File: src/rtl/interval_meter_pkg.sv
// Shared definitions for interval_meter: FSM state encodings and the
// default parameter values for the result width and the prescale ratio.
package interval_meter_pkg;

  typedef enum logic [1:0] {
    IDLE = 2'b00,
    RUN  = 2'b01,
    DONE = 2'b10
  } state_t;

  localparam int unsigned N_DEFAULT        = 8;
  localparam int unsigned PRESCALE_DEFAULT = 1;

endpackage

File: src/rtl/interval_meter_tick.sv
// tick_gen: divides enabled clock cycles by PRESCALE.
//   clk      - clock
//   rst      - asynchronous active-high reset
//   en       - advance the prescaler this edge
//   sync_clr - synchronous zero of the prescaler (wins over en)
//   tick     - high on an enabled cycle where the prescaler is at PRESCALE-1
// For PRESCALE=1 the counter is pinned at 0, so tick == en.
module tick_gen #(
  parameter int unsigned PRESCALE = 1
) (
  input  logic clk,
  input  logic rst,
  input  logic en,
  input  logic sync_clr,
  output logic tick
);

  localparam int unsigned W = (PRESCALE > 1) ? $clog2(PRESCALE) : 1;
  localparam logic [W-1:0] LAST = W'(PRESCALE - 1);

  logic [W-1:0] pcnt;

  assign tick = en && (pcnt == LAST);

  always_ff @(posedge clk or posedge rst) begin
    if (rst) begin
      pcnt <= '0;
    end else if (sync_clr) begin
      pcnt <= '0;
    end else if (en) begin
      if (pcnt == LAST) pcnt <= '0;
      else              pcnt <= pcnt + 1'b1;
    end
  end

endmodule

File: src/rtl/interval_meter.sv
// interval_meter: measures the number of PRESCALE-cycle periods between a
// start and a stop, saturating at 2^n-1 with a sticky overflow flag.
//   clk   - clock, rising edge
//   rst   - asynchronous active-high reset
//   start - begin / restart a measurement
//   stop  - end the measurement
//   clear - synchronous return to idle, result discarded
//   count - running value while busy, held result while valid
//   valid - a completed result is held
//   busy  - measuring
//   ovf   - sticky saturation flag
module interval_meter
  import interval_meter_pkg::*;
#(
  parameter int unsigned n        = N_DEFAULT,
  parameter int unsigned PRESCALE = PRESCALE_DEFAULT
) (
  input  logic         clk,
  input  logic         rst,
  input  logic         start,
  input  logic         stop,
  input  logic         clear,
  output logic [n-1:0] count,
  output logic         valid,
  output logic         busy,
  output logic         ovf
);

  state_t state;
  logic   tick;
  logic   run_adv;
  logic   pre_clr;

  // The prescaler advances on every RUN edge that is not overridden by
  // clear or by a restart; a stop edge still advances it.
  assign run_adv = (state == RUN) && !clear && (stop || !start);
  // Zero the prescaler on clear or on any start that is not a RUN stop.
  assign pre_clr = clear || (start && !((state == RUN) && stop));

  tick_gen #(.PRESCALE(PRESCALE)) u_tick (
    .clk      (clk),
    .rst      (rst),
    .en       (run_adv),
    .sync_clr (pre_clr),
    .tick     (tick)
  );

  assign busy  = (state == RUN);
  assign valid = (state == DONE);

  always_ff @(posedge clk or posedge rst) begin
    if (rst) begin
      state <= IDLE;
      count <= '0;
      ovf   <= 1'b0;
    end else if (clear) begin
      state <= IDLE;
      count <= '0;
      ovf   <= 1'b0;
    end else begin
      case (state)
        RUN: begin
          if (stop || !start) begin
            if (stop) state <= DONE;
            if (tick) begin
              if (count == '1) ovf   <= 1'b1;
              else             count <= count + 1'b1;
            end
          end else begin
            count <= '0;
            ovf   <= 1'b0;
          end
        end
        default: begin
          if (start) begin
            state <= stop ? DONE : RUN;
            count <= '0;
            ovf   <= 1'b0;
          end
        end
      endcase
    end
  end

endmodule

File: config.mk
export PLATFORM = sky130hd
export DESIGN_NAME = interval_meter
export DESIGN_NICKNAME = d
export VERILOG_FILES = /design/src/rtl/interval_meter_pkg.sv /design/src/rtl/interval_meter_tick.sv /design/src/rtl/interval_meter.sv
export SDC_FILE = /design/constraint.sdc
export NUM_CORES = 1
export LEC_CHECK = 0
export BUFFER_PORTS_ARGS = -buffer_cell sky130_fd_sc_hd__buf_2
export CORE_MARGIN = 2
export CORE_UTILIZATION = 49
export DETAILED_ROUTE_END_ITERATION = 7
export GPL_TIMING_DRIVEN = 0
export PLACE_DENSITY = 0.71
export SLEW_MARGIN = 20
export SYNTH_ARGS = -nofsm -noshare
export SYNTH_HDL_FRONTEND = slang
export SYNTH_SLANG_ARGS = --single-unit
File: constraint.sdc
create_clock -name clk -period 2.1 [get_ports clk]
set_input_delay 0 -clock clk [delete_from_list [all_inputs] [get_ports clk]]
set_output_delay 0 -clock clk [all_outputs]
set_load 0.02 [all_outputs]
==> results.sh <==
export IMPL_die_h_um=40.05
export IMPL_vias=542
export IMPL_async_reset_ff_frac=1.000
export IMPL_cts_sinks=11
export IMPL_synth_top_area_frac=0.4322
export IMPL_p_leak_nw=0.3748
export IMPL_path_class="register to register"
export IMPL_io_buffers=15
export IMPL_grt_antenna_before_repair=0
export IMPL_avgSynthCellArea_um2=10.27
export IMPL_finalCritPeriodShare=0.8001
export IMPL_p_per_area_nw_per_um2=518.1
export IMPL_start_util=0.5509
export IMPL_multi_input_area_um2=339.1
export IMPL_dieWidth_um=40.05
export IMPL_htreeDepth=1
export IMPL_grt_pass1_vias=521
export IMPL_ys_ff_latch=11
export IMPL_clock_skew_ns=0.004484
export IMPL_cts_tree="built"
export IMPL_ctsHoldBuffers=4
export IMPL_grt_pass1_wl_um=2318
export IMPL_start_kind="register"
export IMPL_clock_path_buffers=2
export IMPL_synthTopCellsByArea="dfrtp_1 (43%), xnor2_1 (5.5%), nor2_1 (3.5%)"
export IMPL_seqCellArea_um2=275.3
export IMPL_dp_cells=91
export IMPL_timing_hold_ws_ns=0.06657
export IMPL_worst_pin_slew_ns=0.4353
export IMPL_ys_top_cells_by_count="dfrtp_1 (11), nor2_1 (6)"
export IMPL_routabilityCongestion=0.7381
export IMPL_crit_path_max_fanout=5
export IMPL_post_place_ws_ns=0.4391
export IMPL_synthFlopType="dfrtp_1"
export IMPL_clk_latency_ns=0.27
export IMPL_cp_num_buf_inv=0
export IMPL_status="completed"
export IMPL_critPathCaptureType="register"
export IMPL_dr_pass1_iters=4
export IMPL_synth_edff_count=0
export IMPL_route_detailed_drc=0
export IMPL_core_area_um2=1156
export IMPL_wl_per_cell_um=13.89
export IMPL_stdcell_count=99
export IMPL_grt_usage=0.2273
export IMPL_r2r_setup_slack_ns=0.42
export IMPL_arrival_ns=1.83
export IMPL_post_route_min_period_ns=1.680
export IMPL_cpPeakStageDelay_ns=0.44
export IMPL_cts_setup_buffers=0
export IMPL_ioPinCount=16
export IMPL_drive_gt1_frac=0.3412
export IMPL_layout_nets=92
export IMPL_drv_slew=0
export IMPL_min_path_type="input port to register"
export IMPL_fin_ws_ns=0.4199
export IMPL_ys_warn_count=0
export IMPL_worstPathCellList="ha_1, and2_1, and4_4, a211oi_2, xnor2_1, nor2_1"
export IMPL_cts_resized=0
export IMPL_insertedDiodeCount=0
export IMPL_synth_cell_types=30
export IMPL_slew_limit_headroom=0.7095
export IMPL_setup_violations=0
export IMPL_irDropWorstVdd_mv=0.4483
export IMPL_dpl_hpwl_um=998.5
export IMPL_finalHoldViolCount=0
export IMPL_grt_max_degree=12
export IMPL_cap_viol_max_count=0
export IMPL_root_buffer="clkbuf_4"
export IMPL_finalSetupTns_ns=0
export IMPL_cp_top_family="simple AND/OR/NAND/NOR gates"
export IMPL_synthMostInstantiatedCell="dfrtp_1"
export IMPL_yosysTopAreaCell="dfrtp_1"
export IMPL_path_clk_slew_ns=0.08
export IMPL_grt_setup_unrepaired="no"
export IMPL_fillers=92
export IMPL_final_antenna_net_count=0
export IMPL_area_delta_synth_final_pct=25.15
export IMPL_cts_buffers=3
export IMPL_globalRouteOverflowTotal=0
export IMPL_drt_iter0_markers=12
export IMPL_syn_nets=68
export IMPL_ys_seq_area_frac=0.4322
export IMPL_fin_util=0.6894
export IMPL_worst_ep_required_time_ns=2.25
export IMPL_critical_path_slowest_cell="dfrtp_1"
export IMPL_placementRows=12
export IMPL_die_area_um2=1604
export IMPL_drt_wl_total_um=1375
export IMPL_fmax_ghz=0.5952
export IMPL_routed_via_density=5.475
export IMPL_syn_area_um2=636.9
export IMPL_postSynthCellCount=62
## final timing paths
| check | start | to | cells after the start |
|---|---|---|---|
| setup / recovery | count[0] | count[5] | 6 |
| setup reg to reg | count[0] | count[5] | 6 |
| min in group asynchronous | rst | ovf | 3 |
| hold reg to reg | ovf | ovf | 2 |
| hold / removal | start | state[1] | 3 |
| max in group asynchronous | rst | count[6] | 3 |
## routing by layer
metal | global-route usage | share of wire | wire length (um)
met5 | 0 | 0 | 0
met1 | 0.2724 | 0.46 | 631
met3 | 0.05000 | 0.036 | 49
met2 | 0.3710 | 0.50 | 684
met4 | 0.1293 | 0.0058 | 8
## flip-flops by register name, summed over array words and instances (netlist names)
name and flops:
count 8, state 2, ovf 1
## cells by family after synthesis
kind of cell | count (synthesis) | synth area share
AND/OR/NAND/NOR | 22 | 0.2318
AO/OA/AOI/OAI | 19 | 0.2259
flip-flops | 11 | 0.4322
buffers and inverters | 5 | 0.03536
XOR/XNOR | 4 | 0.05500
adder cells (fa/ha/maj) | 1 | 0.01964
## area by class of cell
| type | count | area share |
|---|---|---|
| sequential | 11 | 0.3454 |
| timing repair buffer | 19 | 0.1444 |
| buffer | 1 | 0.009419 |
| clock inverter | 1 | 0.006279 |
| clock buffer | 3 | 0.02826 |
| tap | 14 | 0.02198 |
| multi-input combinational | 46 | 0.4254 |
| inverter | 4 | 0.01884 |
## worst reg2reg max path: cells and delay by family (launching register included)
kind,cells,cell delay [ns]
AO/OA/AOI/OAI,1,0.25
AND/OR/NAND/NOR,3,0.51
flip-flops,1,0.44
XOR/XNOR,1,0.15
adder cells (fa/ha/maj),1,0.23
## cells in the final DEF, fill, tap and decap left out, types with 3 or more instances in the layout
cell / count
a21oi_1: 4
buf_2: 15
clkbuf_4: 3
dfrtp_1: 11
dlygate4sd3_1: 4
inv_1: 4
nor2_1: 6
o21ai_0: 4
xnor2_1: 4
## power by group
group	leakage (nW)	total [W]	internal (W)	switching [W]
Sequential	0.152	0.000218	0.000215	0.00000366
Combinational	0.205	0.0000487	0.0000196	0.0000290
Clock	0.0177	0.000146	0.0000705	0.0000754
## through the flow
step / power, W / instance area [um2]
finish: 0.0004129 / 797.0
global route: 0.0004345 / 797.0
CTS: 0.0004186 / 797.0
detailed placement: 0.0002657 / 729.5
global placement: 0.0002644 / 729.5
floorplan: 0.0002498 / 636.9
No activity file was read; power rests on OpenSTA's default activity.
